==> src/rtl/load_store_unit.sv <==
// rtl/load_store_unit.sv - single-access data-memory load/store unit on a req/gnt/rvalid bus
//
// Purpose: accepts one load or store from EX, runs it on the data bus while
// holding the pipeline, and returns the lane-extracted, extended load word.
//
// Ports:
//   clk, rst                       clock; synchronous active-high reset
//   mem_read, mem_write            load / store request from EX
//   funct3, addr, wdata            access width/sign, byte address, store data
//   rd_data, resp_valid            load result, 1-cycle completion pulse
//   stall                          hold the pipeline
//   misaligned, illegal, bus_err   1-cycle error pulses
//   bus_req, bus_we, bus_addr,
//   bus_be, bus_wdata              bus request side
//   bus_gnt, bus_rvalid, bus_rdata bus response side

module load_store_unit #(
  parameter int XLEN    = 32,
  parameter int TIMEOUT = 255
) (
  input  logic            clk,
  input  logic            rst,
  input  logic            mem_read,
  input  logic            mem_write,
  input  logic [2:0]      funct3,
  input  logic [XLEN-1:0] addr,
  input  logic [XLEN-1:0] wdata,
  output logic [XLEN-1:0] rd_data,
  output logic            resp_valid,
  output logic            stall,
  output logic            misaligned,
  output logic            illegal,
  output logic            bus_err,
  output logic            bus_req,
  output logic            bus_we,
  output logic [XLEN-1:0] bus_addr,
  output logic [3:0]      bus_be,
  output logic [XLEN-1:0] bus_wdata,
  input  logic            bus_gnt,
  input  logic            bus_rvalid,
  input  logic [XLEN-1:0] bus_rdata
);

  localparam int CW = $clog2(TIMEOUT + 1);

  typedef enum logic [1:0] {IDLE, REQ, WAIT, RESP} state_t;

  state_t          state_q, state_d;
  logic            we_q, we_d;
  logic [2:0]      f3_q, f3_d;
  logic [XLEN-1:0] addr_q, addr_d;
  logic [3:0]      be_q, be_d;
  logic [XLEN-1:0] wdata_q, wdata_d;
  logic [CW-1:0]   cnt_q, cnt_d;
  logic            err_q, err_d;
  logic [XLEN-1:0] rd_data_q, rd_data_d;

  logic            req;
  logic            bad_f3;
  logic            misal;
  logic [3:0]      be_c;
  logic [XLEN-1:0] wdata_c;
  logic [7:0]      lane_b;
  logic [15:0]     lane_h;
  logic [XLEN-1:0] load_ext;
  logic            timeout_hit;

  assign req = mem_read | mem_write;

  // Loads accept B/H/W/BU/HU; stores only B/H/W. Asking for both is illegal.
  always_comb begin
    bad_f3 = 1'b0;
    if (mem_read && mem_write) begin
      bad_f3 = 1'b1;
    end else if (mem_read) begin
      bad_f3 = (funct3 == 3'b011) || (funct3 == 3'b110) || (funct3 == 3'b111);
    end else if (mem_write) begin
      bad_f3 = (funct3 != 3'b000) && (funct3 != 3'b001) && (funct3 != 3'b010);
    end
  end

  // funct3[1:0] encodes the size for both signed and unsigned loads.
  assign misal = ((funct3[1:0] == 2'b01) && addr[0]) ||
                 ((funct3[1:0] == 2'b10) && (addr[1:0] != 2'b00));

  always_comb begin
    be_c    = 4'b1111;
    wdata_c = wdata;
    case (funct3[1:0])
      2'b00: begin
        be_c    = 4'b0001 << addr[1:0];
        wdata_c = {4{wdata[7:0]}};
      end
      2'b01: begin
        be_c    = 4'b0011 << addr[1:0];
        wdata_c = {2{wdata[15:0]}};
      end
      default: begin
        be_c    = 4'b1111;
        wdata_c = wdata;
      end
    endcase
  end

  assign lane_b = bus_rdata[{addr_q[1:0], 3'b000} +: 8];
  assign lane_h = bus_rdata[{addr_q[1], 4'b0000} +: 16];

  always_comb begin
    case (f3_q)
      3'b000:  load_ext = {{24{lane_b[7]}}, lane_b};
      3'b001:  load_ext = {{16{lane_h[15]}}, lane_h};
      3'b100:  load_ext = {24'h0, lane_b};
      3'b101:  load_ext = {16'h0, lane_h};
      default: load_ext = bus_rdata;
    endcase
  end

  // cnt_q counts completed REQ/WAIT cycles; the cycle that would bring it to
  // TIMEOUT is the last one before the abort.
  assign timeout_hit = (cnt_q == CW'(TIMEOUT - 1));

  always_comb begin
    state_d    = state_q;
    we_d       = we_q;
    f3_d       = f3_q;
    addr_d     = addr_q;
    be_d       = be_q;
    wdata_d    = wdata_q;
    cnt_d      = cnt_q;
    err_d      = err_q;
    rd_data_d  = rd_data_q;
    stall      = 1'b0;
    resp_valid = 1'b0;
    illegal    = 1'b0;
    misaligned = 1'b0;
    bus_err    = 1'b0;
    bus_req    = 1'b0;
    bus_we     = 1'b0;
    bus_addr   = '0;
    bus_be     = 4'b0000;
    bus_wdata  = '0;

    case (state_q)
      IDLE: begin
        if (req) begin
          if (bad_f3) begin
            illegal = 1'b1;
          end else if (misal) begin
            misaligned = 1'b1;
          end else begin
            stall   = 1'b1;
            we_d    = mem_write;
            f3_d    = funct3;
            addr_d  = addr;
            be_d    = be_c;
            wdata_d = wdata_c;
            cnt_d   = '0;
            err_d   = 1'b0;
            state_d = REQ;
          end
        end
      end

      REQ: begin
        stall     = 1'b1;
        bus_req   = 1'b1;
        bus_we    = we_q;
        bus_addr  = {addr_q[XLEN-1:2], 2'b00};
        bus_be    = be_q;
        bus_wdata = wdata_q;
        cnt_d     = cnt_q + CW'(1);
        if (bus_gnt) begin
          state_d = we_q ? RESP : WAIT;
        end else if (timeout_hit) begin
          err_d   = 1'b1;
          state_d = RESP;
          if (!we_q) rd_data_d = '0;
        end
      end

      WAIT: begin
        stall = 1'b1;
        cnt_d = cnt_q + CW'(1);
        if (bus_rvalid) begin
          rd_data_d = load_ext;
          state_d   = RESP;
        end else if (timeout_hit) begin
          err_d     = 1'b1;
          rd_data_d = '0;
          state_d   = RESP;
        end
      end

      RESP: begin
        resp_valid = 1'b1;
        bus_err    = err_q;
        state_d    = IDLE;
      end

      default: state_d = IDLE;
    endcase
  end

  assign rd_data = rd_data_q;

  always_ff @(posedge clk) begin
    if (rst) begin
      state_q   <= IDLE;
      we_q      <= 1'b0;
      f3_q      <= 3'b000;
      addr_q    <= '0;
      be_q      <= 4'b0000;
      wdata_q   <= '0;
      cnt_q     <= '0;
      err_q     <= 1'b0;
      rd_data_q <= '0;
    end else begin
      state_q   <= state_d;
      we_q      <= we_d;
      f3_q      <= f3_d;
      addr_q    <= addr_d;
      be_q      <= be_d;
      wdata_q   <= wdata_d;
      cnt_q     <= cnt_d;
      err_q     <= err_d;
      rd_data_q <= rd_data_d;
    end
  end

endmodule

==> config.mk <==
export PLATFORM = sky130hd
export DESIGN_NAME = load_store_unit
export DESIGN_NICKNAME = d
export VERILOG_FILES = /design/src/rtl/load_store_unit.sv
export SDC_FILE = /design/constraint.sdc
export NUM_CORES = 1
export LEC_CHECK = 0
export CORE_ASPECT_RATIO = 0.6
export CORE_MARGIN = 3
export CORE_UTILIZATION = 45
export CTS_CLUSTER_DIAMETER = 50
export DETAILED_ROUTE_END_ITERATION = 8
export GPL_TIMING_DRIVEN = 1
export HOLD_SLACK_MARGIN = 0.02
export PLACE_DENSITY = 0.8
export SLEW_MARGIN = 10
export SYNTH_ARGS = -nofsm -noshare
export SYNTH_HDL_FRONTEND = slang
export SYNTH_SLANG_ARGS = --single-unit
==> constraint.sdc <==
create_clock -name clk -period 3.1 [get_ports clk]
set_input_delay 0.775 -clock clk [delete_from_list [all_inputs] [get_ports clk]]
set_output_delay 0.775 -clock clk [all_outputs]
set_load 0.05 [all_outputs]
# Word-level counts from Yosys, hierarchy flattened
# Index checks and enable logic that the tools add are counted.
[classes]
add_sub_neg = 1
eq_ne = 22
shifts = 4
muxes = 49
bitwise_logic = 3
n_reduce_logical = 22
[op_table]
columns = ["operator", "n"]
rows = [
  ["$mux 32", 7],
  ["$pmux 32 s2", 2],
  ["$pmux 32 s4", 1],
  ["$shiftx 32x6->16", 1],
  ["$shiftx 32x6->8", 1],
  ["$mux 1", 24],
  ["$mux 8", 3],
  ["$pmux 8 s2", 1],
  ["$ne 2x2->1 const B", 7],
  ["$eq 3x3->1 const B", 4],
  ["$mux 2", 6],
  ["$add 8x1->8 const B", 1],
  ["$eq 8x8->1 const B", 1],
  ["$pmux 2 s4", 1],
  ["$pmux 4 s2", 1],
  ["$reduce_and 4->1", 2],
  ["$eq 2x2->1 const B", 3],
  ["$reduce_and 6->1", 1],
  ["$reduce_bool 2->1", 3],
  ["$reduce_bool 3->1", 2],
  ["$logic_and 1x1->1", 5],
  ["$reduce_and 5->1", 1],
  ["$eq 2x1->1 const B", 2],
  ["$logic_not 2->1", 2],
  ["other kinds (16)", 19],
]
[totals]
register_bits = 115
in_bits = 105
output_inout_bits = 107
wordCells = 110

# Depth between registers and ports, before layout
[depth]
word_depth = 9
ltp_mapped = 8
depth_no_buf = 7

# Least setup slack after synthesis
# No wires, ideal clock.
[synth_timing]
path_kind = "input -> output"
startpoint = "in funct3[1]"
endpoint = "out illegal"
arrival_ps = 2331
required_ps = 2325
path_slack_ps = -6
stages = 4
path_buffers = 2
cell_sequence = "buf_2 -> clkbuf_1 -> nand2_1 -> a21boi_0"
[synth_between]
elab_chain_len = 9
word_cells_on_any_way = 16
[synth_lines]
columns = ["item", "line", "rtl"]
rows = [
  ["from (decl)", "25", "input logic [2:0] funct3,"],
  ["$ne 3x1->1 / $reduce_bool 3->1 (equally long branches)", "78", "bad_f3 = (funct3 != 3'b000) && (funct3 != 3'b001) && (funct3 != 3'b010);"],
  ["$logic_and 1x1->1 (2 in a row)", "78", ""],
  ["$mux 1", "77", "end else if (mem_write) begin"],
  ["$mux 1 (*)", "75", "end else if (mem_read) begin"],
  ["$mux 1 (*)", "73", "if (mem_read && mem_write) begin"],
  ["$mux 1 (*)", "146", "if (bad_f3) begin"],
  ["$mux 1 (*)", "145", "if (req) begin"],
  ["$mux 1 (*)", "143", "case (state_q)"],
  ["to (decl)", "32", "output logic illegal,"],
]
# Mark *: on every way between the ends. The rest lies on a longest branch, timed or not.

# Final worst setup path
[layout_timing]
startpoint = "in funct3[2]"
endpoint = "out stall"
[layout_between]
elab_chain_len = 9
word_cells_on_any_way = 16
[layout_lines]
columns = ["item", "line", "rtl"]
rows = [
  ["$ne 3x1->1 / $reduce_bool 3->1 (equally long branches)", "78", ""],
  ["$logic_and 1x1->1 (2 in a row)", "78", ""],
  ["$mux 1", "77", ""],
  ["$mux 1 (*)", "75", ""],
  ["$mux 1 (*)", "73", ""],
  ["$mux 1 (*)", "146", ""],
  ["$mux 1 (*)", "145", ""],
  ["$pmux 1 s2 (*)", "143", ""],
  ["to (decl)", "30", "output logic stall,"],
]
# Marked as above.

==> results.md <==
- Status: finished clean
- CTS sink cnt: 115
- Vias in the first global route: 5510
- Placed insts: 1073
- Post-synth ARST share: 0
- Gate Count Post-Synth: 736
- Worst EP arrival: 2.27 ns
- Layout cell share with drive strength beyond 1: 0.150
- Worst path bufs/invs: 2
- # nets final: 1040
- Type of the worst setup path: primary input to output pin
- RSZ-0062 raised after global routing: false
- Distinct cells, synth: 55
- Endpoint class of the critical path: output pin
- Static Leak: 3.22 nW
- Slowest-stage cell, CP: clkdlybuf4s50_1
- Post-CTS setup buffer count: 0
- Port Buffers: 209
- Yosys warns: 0
- Clk Latency, worst-skew pair: 0.41 ns
- Rel. slew slack: 0.483
- TritonCTS clock tree: built
- Pre-CTS setup slack: -0.226 ns
- Register area share after synthesis: 0.396
- Synthesized area per cell: 7.89 um2
- Worst-case clock skew: 0.00928 ns
- GP Congestion: 0.903
- Main synth FF type: dfxtp_1
- Drt drc: 0
- DR vias: 6001
- Die Wd: 153 um
- Hold Worst Slack: 0.447 ns
- Worst path max stage delay: 0.45 ns
- Number of synthesized register bits: 115
- Clock H-tree levels: 4
- Hold Path Class: register to register
- Number of synthesized flops with an enable pin: 0
- Initial Util: 0.471
- Number of DRC markers in iteration 0: 440
- ANT nets after route: 0
- Final Max Slew Viols: 0
- Area grow syn2layout: 47.4%
- Final hold vios: 0
- Register clock-pin slew on the reported worst setup and hold paths: 0.05 ns
- Final setup viols: 0
- Pin count of the biggest net entering global routing: 54
- Row Count: 31
- Crit-path cells: clkdlybuf4s50_1 > o21ai_1 > o211ai_2 > or3b_4 > a21oi_4 > buf_12
- Die Span Y: 94.0 um
- Final worst-path cycle share: 0.981
- Num ports: 212
- Final WL: 18500 um
- First-pass GRT wire length: 28700 um
- Root buffer cell: clkbuf_16
- Max Fanout on Critical Path: 3
- Final worst slack: 0.0578 ns
- Finished Layout Cells: 1106
- Core area: 12300 um2
- Pre-antenna DRT Iters: 5
- DPL Wire Length: 13300 um
- Routed len/inst: 16.7 um
- Peak supply drop: 0.411 mV
- Avg Vias per Cell: 5.43
- F_max: 0.329 GHz
- Startpoint Class: primary input
- CTS Buf Count: 17
- Req. time, crit path: 2.32 ns
- Maximum buffer depth of the clock tree: 2
- Synthesized cell area: 5810 um2
- Grt total ovfl: 0
- Pwr/cell area: 545 nW/um2
- Crit-path leading delay family: buffers and inverters
- DIE AREA: 14300 um2
- GRT Total Usage: 0.248
- Most frequent cells in the layout: nand2_1 (151), clkdlybuf4s50_1 (133), dfxtp_1 (115), buf_4 (90), a21oi_1 (74)
- Leading cell type in the layout, fill and taps excluded: nand2_1
- Total power: 4.66 mW
- Tmin final: 3.04 ns
- Tightest Pin Transition: 0.775 ns
- Max Cap Viol: 0
- Initial antenna violation count: 1
==> cells by family after synthesis <==
kind of cell / Yosys count / share of synthesized area
XOR/XNOR: 1 / 0.00151
buffers and inverters: 72 / 0.0603
AND/OR/NAND/NOR: 305 / 0.247
adder cells (fa/ha/maj): 8 / 0.0172
flip-flops: 115 / 0.396
other: 1 / 0.000646
AO/OA/AOI/OAI: 205 / 0.226
multiplexers: 29 / 0.0506
==> synthesized netlist by cell type (10+ instances only) <==
library cell,instances,area share
o2111ai_1,14,0.021
nand3_1,22,0.019
buf_2,10,0.0086
a311oi_1,12,0.018
dfxtp_1,115,0.40
nor3_1,12,0.010
clkbuf_1,37,0.024
nor2_1,29,0.019
o31ai_1,17,0.022
nand2_1,151,0.098
o21ai_0,37,0.032
mux2i_1,26,0.045
a21oi_1,74,0.064
and2_1,69,0.074
==> registers in the layout, indices dropped and copies added (netlist names) <==
name,flops
addr_q,32
rd_data,32
wdata_q,32
cnt_q,8
be_q,4
f3_q,3
state_q,2
err_q,1
we_q,1
==> tightest hold or removal path, stage by stage, from the launching register on <==
cell and delay, ns:
dfxtp_1 0.30, nand2_1 0.05, a21oi_1 0.05
==> repair_timing <==
item	CTS	global route
resized for setup	5	1
gates cloned	0	0
pin swaps	2	0
setup endpoints to repair	1	1
hold buffers	0	0
==> routing by layer <==
layer  up-vias  global-route usage  share of wire
li1       2969                   -              -
met1      2749               0.356           0.48
met2       261               0.353           0.41
met3        22              0.0810          0.099
met4         0              0.0756          0.011
met5         -                   0              0
==> metrics by stage <==
step                utilization  instance area (um2)  setup TNS [ns]
finish                    0.694                 8560               0
global route              0.694                 8550               0
CTS                       0.693                 8550               0
detailed placement        0.641                 7900          -0.226
global placement          0.641                 7900          -0.210
floorplan                     -                 5810               0
==> report_power, final <==
group	internal (mW)	total, mW	switching [mW]	leakage [nW]
registers	1.55	1.59	0.0404	0.932
logic	0.377	0.930	0.553	1.98
clock network	1.46	2.14	0.683	0.309
==> path summary, 6_finish.rpt <==
kind	to	cells after the start	slack [ns]	start
setup / recovery	stall	6	0.06	funct3[2]
hold / removal	addr_q[2]$_SDFFE_PP0P_	2	0.45	addr_q[2]$_SDFFE_PP0P_
setup reg to reg	rd_data[10]$_SDFFE_PP0P_	9	0.60	state_q[1]$_SDFFE_PP0P_
hold reg to reg	addr_q[2]$_SDFFE_PP0P_	2	0.45	addr_q[2]$_SDFFE_PP0P_
==> final cells by class <==
type,count,area (um2)
diodes,2,5.00
clock buffers,21,460
clock inverters,10,180
fillers,1031,3780
inverters,9,33.8
multi-input cells,550,3180
flip-flops and latches,115,2300
well taps,165,206
repair buffers,234,2190
No activity file was read; power rests on OpenSTA's default activity.
